<file path="src/rtl/mult_div_pkg.sv">
// Shared types and constants for the multicycle multiply/divide unit.
package mult_div_pkg;

    localparam int DEFAULT_WIDTH = 32;
    localparam int CNT_W         = $clog2(DEFAULT_WIDTH + 1);
    localparam int FIX_W         = 64;

    typedef enum logic [1:0] {
        IDLE,
        MULT,
        DIV,
        DONE
    } state_t;

    // Conditional two's-complement negation; callers zero-extend into and truncate out of FIX_W.
    function automatic logic [FIX_W-1:0] sign_fix(input logic [FIX_W-1:0] v, input logic neg);
        return neg ? (~v + 1'b1) : v;
    endfunction

endpackage

</file>
<file path="src/rtl/mult_div_if.sv">
// Request/result bundle between the control unit (master) and the mult/div unit (slave).
interface mult_div_if import mult_div_pkg::*; #(
    parameter int WIDTH = DEFAULT_WIDTH
) ();
    logic             start_mult;
    logic             start_div;
    logic [WIDTH-1:0] a;
    logic [WIDTH-1:0] b;
    logic [WIDTH-1:0] hi;
    logic [WIDTH-1:0] lo;
    logic             busy;
    logic             done;
    logic             div_zero;

    modport master (
        output start_mult, start_div, a, b,
        input  hi, lo, busy, done, div_zero
    );

    modport slave (
        input  start_mult, start_div, a, b,
        output hi, lo, busy, done, div_zero
    );
endinterface

</file>
<file path="src/rtl/div_restoring_step.sv">
// One combinational iteration of unsigned restoring division (shift, trial subtract, restore).
module div_restoring_step import mult_div_pkg::*; #(
    parameter int WIDTH = DEFAULT_WIDTH
) (
    input  logic [WIDTH-1:0] rem,
    input  logic [WIDTH-1:0] quo,
    input  logic [WIDTH-1:0] divisor,
    output logic [WIDTH-1:0] rem_next,
    output logic [WIDTH-1:0] quo_next
);
    logic [WIDTH:0]   shifted;
    logic [WIDTH+1:0] trial;
    logic             unused_trial_bit;

    always_comb begin
        shifted = {rem, quo[WIDTH-1]};
        trial   = {1'b0, shifted} - {2'b00, divisor};
        // rem < divisor always holds, so a successful trial fits back into WIDTH bits.
        if (trial[WIDTH+1]) begin
            rem_next = shifted[WIDTH-1:0];
            quo_next = {quo[WIDTH-2:0], 1'b0};
        end else begin
            rem_next = trial[WIDTH-1:0];
            quo_next = {quo[WIDTH-2:0], 1'b1};
        end
    end

    assign unused_trial_bit = trial[WIDTH];

endmodule

</file>
<file path="src/rtl/mult_div_unit.sv">
// Multicycle signed Booth multiply / restoring divide with HI/LO result registers.
// Optional feature macro: DIV_ZERO_EXC_EN (divide-by-zero short-circuits with div_zero flag).
module mult_div_unit import mult_div_pkg::*; #(
    parameter int WIDTH = DEFAULT_WIDTH
) (
    input  logic     clk,
    input  logic     reset,
    mult_div_if.slave bus
);
    localparam int CW    = $clog2(WIDTH + 1);
    localparam int ACC_W = 2 * WIDTH + 2;

    state_t           state_reg;
    logic [CW-1:0]    cnt_reg;
    logic [ACC_W-1:0] acc_reg;
    logic [WIDTH:0]   mcand_reg;
    logic [WIDTH-1:0] rem_reg, quo_reg, divisor_reg;
    logic             neg_q_reg, neg_r_reg;
    logic [WIDTH-1:0] hi_reg, lo_reg;
    logic             busy_reg, done_reg, div_zero_reg;

    logic [WIDTH:0]   booth_sum;
    logic [ACC_W-1:0] booth_next;
    logic [WIDTH-1:0] rem_next, quo_next;
    logic [WIDTH-1:0] abs_a, abs_b, quo_fixed, rem_fixed;
    logic             last_iter;

    // The high partial product carries one guard bit: subtracting -2^(WIDTH-1) would overflow WIDTH bits.
    always_comb begin
        case (acc_reg[1:0])
            2'b01:   booth_sum = acc_reg[ACC_W-1:WIDTH+1] + mcand_reg;
            2'b10:   booth_sum = acc_reg[ACC_W-1:WIDTH+1] - mcand_reg;
            default: booth_sum = acc_reg[ACC_W-1:WIDTH+1];
        endcase
        booth_next = $signed({booth_sum, acc_reg[WIDTH:0]}) >>> 1;
    end

    assign abs_a     = WIDTH'(sign_fix(FIX_W'(bus.a), bus.a[WIDTH-1]));
    assign abs_b     = WIDTH'(sign_fix(FIX_W'(bus.b), bus.b[WIDTH-1]));
    assign quo_fixed = WIDTH'(sign_fix(FIX_W'(quo_next), neg_q_reg));
    assign rem_fixed = WIDTH'(sign_fix(FIX_W'(rem_next), neg_r_reg));
    assign last_iter = (cnt_reg == CW'(WIDTH - 1));

    div_restoring_step #(.WIDTH(WIDTH)) u_div_step (
        .rem      (rem_reg),
        .quo      (quo_reg),
        .divisor  (divisor_reg),
        .rem_next (rem_next),
        .quo_next (quo_next)
    );

    always_ff @(posedge clk) begin
        if (reset) begin
            state_reg    <= IDLE;
            cnt_reg      <= '0;
            acc_reg      <= '0;
            mcand_reg    <= '0;
            rem_reg      <= '0;
            quo_reg      <= '0;
            divisor_reg  <= '0;
            neg_q_reg    <= 1'b0;
            neg_r_reg    <= 1'b0;
            hi_reg       <= '0;
            lo_reg       <= '0;
            busy_reg     <= 1'b0;
            done_reg     <= 1'b0;
            div_zero_reg <= 1'b0;
        end else begin
            case (state_reg)
                IDLE: begin
                    if (bus.start_mult) begin
                        mcand_reg <= {bus.a[WIDTH-1], bus.a};
                        acc_reg   <= {{(WIDTH+1){1'b0}}, bus.b, 1'b0};
                        cnt_reg   <= '0;
                        busy_reg  <= 1'b1;
                        state_reg <= MULT;
                    end else if (bus.start_div) begin
`ifdef DIV_ZERO_EXC_EN
                        if (bus.b == '0) begin
                            done_reg     <= 1'b1;
                            div_zero_reg <= 1'b1;
                            state_reg    <= DONE;
                        end else
`endif
                        begin
                            rem_reg     <= '0;
                            quo_reg     <= abs_a;
                            divisor_reg <= abs_b;
                            neg_q_reg   <= bus.a[WIDTH-1] ^ bus.b[WIDTH-1];
                            neg_r_reg   <= bus.a[WIDTH-1];
                            cnt_reg     <= '0;
                            busy_reg    <= 1'b1;
                            state_reg   <= DIV;
                        end
                    end
                end
                MULT: begin
                    acc_reg <= booth_next;
                    cnt_reg <= cnt_reg + 1'b1;
                    if (last_iter) begin
                        hi_reg    <= booth_next[2*WIDTH:WIDTH+1];
                        lo_reg    <= booth_next[WIDTH:1];
                        busy_reg  <= 1'b0;
                        done_reg  <= 1'b1;
                        state_reg <= DONE;
                    end
                end
                DIV: begin
                    rem_reg <= rem_next;
                    quo_reg <= quo_next;
                    cnt_reg <= cnt_reg + 1'b1;
                    if (last_iter) begin
                        hi_reg    <= rem_fixed;
                        lo_reg    <= quo_fixed;
                        busy_reg  <= 1'b0;
                        done_reg  <= 1'b1;
                        state_reg <= DONE;
                    end
                end
                DONE: begin
                    done_reg     <= 1'b0;
                    div_zero_reg <= 1'b0;
                    state_reg    <= IDLE;
                end
                default: state_reg <= IDLE;
            endcase
        end
    end

    assign bus.hi       = hi_reg;
    assign bus.lo       = lo_reg;
    assign bus.busy     = busy_reg;
    assign bus.done     = done_reg;
    assign bus.div_zero = div_zero_reg;

endmodule
</file>
<file path="src/flat_wrapper.sv">
// flat-port wrapper written by rule: the top's interface ports become plain ports
module mult_div_unit_flat import mult_div_pkg::*;
#(
    parameter int WIDTH = DEFAULT_WIDTH
)
  (clk, reset, bus_start_mult, bus_start_div, bus_a, bus_b, bus_hi, bus_lo, bus_busy, bus_done, bus_div_zero);
  mult_div_if #(.WIDTH(WIDTH)) bus_i ();
  input  logic clk;
  input  logic reset;
  input wire logic [$bits(bus_i.start_mult)-1:0] bus_start_mult;
  input wire logic [$bits(bus_i.start_div)-1:0] bus_start_div;
  input wire logic [$bits(bus_i.a)-1:0] bus_a;
  input wire logic [$bits(bus_i.b)-1:0] bus_b;
  output wire logic [$bits(bus_i.hi)-1:0] bus_hi;
  output wire logic [$bits(bus_i.lo)-1:0] bus_lo;
  output wire logic [$bits(bus_i.busy)-1:0] bus_busy;
  output wire logic [$bits(bus_i.done)-1:0] bus_done;
  output wire logic [$bits(bus_i.div_zero)-1:0] bus_div_zero;
  assign bus_i.start_mult = bus_start_mult;
  assign bus_i.start_div = bus_start_div;
  assign bus_i.a = bus_a;
  assign bus_i.b = bus_b;
  assign bus_hi = bus_i.hi;
  assign bus_lo = bus_i.lo;
  assign bus_busy = bus_i.busy;
  assign bus_done = bus_i.done;
  assign bus_div_zero = bus_i.div_zero;
  mult_div_unit #(.WIDTH(WIDTH)) u_core (.clk(clk), .reset(reset), .bus(bus_i));
endmodule
</file>
<file path="config.mk">
export PLATFORM = sky130hd
export DESIGN_NAME = mult_div_unit_flat
export DESIGN_NICKNAME = d
export VERILOG_FILES = /design/src/rtl/mult_div_pkg.sv /design/src/rtl/mult_div_if.sv /design/src/rtl/div_restoring_step.sv /design/src/rtl/mult_div_unit.sv /design/src/flat_wrapper.sv
export SDC_FILE = /design/constraint.sdc
export NUM_CORES = 1
export LEC_CHECK = 0
export ABC_CLOCK_PERIOD_IN_PS = 5400
export CORE_ASPECT_RATIO = 0.6
export CORE_MARGIN = 4
export CORE_UTILIZATION = 45
export CTS_CLUSTER_DIAMETER = 30
export DETAILED_ROUTE_END_ITERATION = 8
export PLACE_DENSITY_LB_ADDON = 0.05
export RECOVER_POWER = 100
export SYNTH_ARGS = -nofsm -noshare
export SYNTH_HDL_FRONTEND = slang
export SYNTH_SLANG_ARGS = --single-unit
</file>
<file path="constraint.sdc">
create_clock -name clk -period 5.4 [get_ports clk]
set_input_delay 1.08 -clock clk [delete_from_list [all_inputs] [get_ports clk]]
set_output_delay 1.08 -clock clk [all_outputs]
set_load 0.005 [all_outputs]
</file>
==> summary.txt <==
Synthesis
  – Register bit total from synthesis: 269
  – EDFF count, synth: 0
  – Synth top area share: 0.290
  – Top cells by area, synth: dfxtp_1 29%, nor2_1 7.0%, nand2_1 6.4%
  – FFs w/ async S/R, synth: 0
  – Post-Syn Area: 18600 um2
  – Sequential area share after synthesis: 0.290
  – Cells after Synth: 2495
  – Largest area contributor in the synthesized netlist: dfxtp_1
  – Yosys cell types: 94
  – Most used DFF post-synth: dfxtp_1
  – Mean Syn Cell Area: 7.45 um2
  – Syn Nets: 2641
  – Syn. warnings: 0

Layout
  – Leading cell types in the layout, fill and taps excluded: 344 x nor2_1, 316 x nand2_1, 269 x dfxtp_1
  – Area growth syn-to-layout: 19.6%
  – Most common cell after layout, fill and taps aside: nor2_1
  – Max reg flops: 65
  – Post-layout nets: 2717
  – Fraction of layout cells with a size suffix above 1: 0.0738
  – Final Cell Area: 22200 um2
  – Diode count: 0
  – Core Util, Final: 0.547

Worst setup path
  – Critical path's top delay family: compound AO/OA/AOI/OAI gates
  – Slowest CP cell: or3_2
  – Worst-path cell chain: inv_1 > ha_1 > a21o_1 > o21a_1 > a311oi_2 > a211oi_1 > or3_2 > mux2i_1 > ha_1 > and4_1 > nand3_1 > o41ai_1 > o21ai_2 > nor3_2 > a21oi_1 > a2111oi_2 > a31o_1
  – R2r worst-path depth: 17
  – CP endpoint kind: flip-flop
  – CP dominant cell by count: ha_1
  – Register-to-Register Setup Slack: 300 ps
  – Critical Path RT: 5920 ps
  – Crit Path Max Fanout: 7
  – Setup Crit Path Kind: flip-flop to flip-flop
  – Worst Path Buf+Inv: 1
  – WP data arrival: 5620 ps
  – Worst path max stage delay: 640 ps
  – Crit start category: flip-flop
  – Worst path depth: 17

Global route
  – Total GRT Usage: 0.281
  – Initial antenna violation count: 0
  – Largest net degree at the start of global routing: 108
  – First-pass GRT wire length: 99300 um
  – GRT Residual Overflow: 0
  – Vias in the first global route: 16900

Route
  – Via count: 18900
  – # DRC: 0
  – First-pass DRT Iterations: 5
  – Post-DRT Antenna Nets: 0
  – Vias/cell: 5.99
  – WL final: 65200 um
  – Initial drt markers: 1920
  – WL per Instance: 20.7 um

Timing
  – Final setup TNS: 0 ps
  – Period utilization: 0.945
  – Max Freq: 196 MHz
  – Worst-Margin Slew: 3080 ps
  – Pins Over Slew Limit: 255
  – Final setup viols: 0
  – Fin crit period: 5100 ps
  – Slew HR: -1.05
  – WHS: 458 ps
  – Final Hold Fails: 0
  – Worst Skew: 19.5 ps

Placement
  – Input/output buffers: 133
  – Final GP Congestion: 0.949
  – HPWL Detailed: 49200 um
  – Area post-placement: 20400 um2

Clock network
  – Skew-Pair Late Insertion Delay: 590 ps
  – Post-CTS Hold Fix Bufs: 0
  – Root Driver: clkbuf_16
  – H-tree depth: 2
  – Clock Pin Slew Worst Setup and Hold Paths: 50 ps
  – CTS sink count: 269
  – TritonCTS clock tree: yes
  – CTS Buf Count: 55
  – Clk buf depth: 3

Hold path
  – Hold Path Depth: 2
  – Worst hold path type: flip-flop to flip-flop

Die
  – Die boundary height: 165 um
  – Site Rows: 57
  – Core Region: 40700 um2
  – Die ar.: 44700 um2
  – Starting Density: 0.457
  – IO Pins: 135
  – Die X: 270 um

Power and ir drop
  – Worst VDD drop: 0.439 mV
  – Total power: 11700 uW
  – Leak pwr: 0.00858 uW
  – PD cells: 528 nW/um2

Run status
  – Failing checks: capacitance limit, slew limit
  – Status: finished with violations

Job
  – Number of max-cap violations: 6
-- cell type report --
type	instances	area, um2
fill	3842	18400
clock inverter	33	388
inverter	75	282
multi-input combinational	1996	12400
sequential	269	5390
timing repair buffer	174	1640
tap	531	664
clock buffer	67	1500
-- path summary, 6_finish.rpt --
kind | from | endpoint
max | u_core.divisor_reg[27] | u_core.bus.hi[28]
min | u_core.bus.hi[16] | u_core.bus.hi[16]
max reg2reg | u_core.divisor_reg[27] | u_core.bus.hi[28]
min reg2reg | u_core.bus.hi[16] | u_core.bus.hi[16]
-- tightest hold or removal path, cell delays in order, from the launching register on --
cell and delay, ps:
dfxtp_1 300, nand2_1 50, a21oi_1 60
-- where the power goes --
group,internal [uW],total (uW),switching (uW)
Sequential,2400,2800,403
Combinational,2020,5510,3490
Clock,2220,3430,1210
Total,6640,11700,5100
-- logic make-up after synthesis --
kind of cell,share of synthesized area
DFF,0.290
buffers and inverters,0.0480
and+or+nand+nor,0.221
adders and majority gates,0.0533
xor gates and xnor gates,0.0872
other,0.000202
AOI/OAI and AO/OA,0.264
muxes,0.0368
-- metrics by stage --
stage	setup slack, ps	cells
floorplan	822	2495
global placement	247	3044
detailed placement	30.2	3044
CTS	119	3144
global route	-12.2	3145
finish	296	3145
-- cell usage after synthesis (12+ instances only) --
cell / count
nand2_1: 316
inv_1: 74
buf_1: 13
nor3_1: 41
nand2b_1: 23
o21ai_0: 129
dfxtp_1: 269
or3_1: 16
o41ai_1: 20
nor2_1: 345
a31oi_1: 12
a21o_1: 19
o211ai_1: 15
mux2i_1: 60
xnor2_1: 75
clkbuf_1: 128
o31ai_1: 32
a211oi_1: 132
a21oi_1: 233
a22oi_1: 46
or4_1: 21
nor4_1: 18
ha_1: 76
o21a_1: 18
and3_1: 14
nand3_1: 42
xor2_1: 110
or2_2: 14
-- repair_timing --
action | 4_1_cts | 5_1_grt
pin swaps | 0 | 1
setup buffers | 0 | 1
resized for setup | 1 | 7
setup endpoints to repair | 1 | 6
-- layer usage --
| metal | wire length [um] | global-route usage | up-vias |
|---|---|---|---|
| met5 | 0 | 0 | - |
| met4 | 1640 | 0.0719 | 0 |
| met3 | 6140 | 0.0764 | 93 |
| met2 | 25600 | 0.393 | 730 |
| met1 | 31900 | 0.421 | 8904 |
| li1 | - | - | 9123 |
No activity file was read; power rests on OpenSTA's default activity.
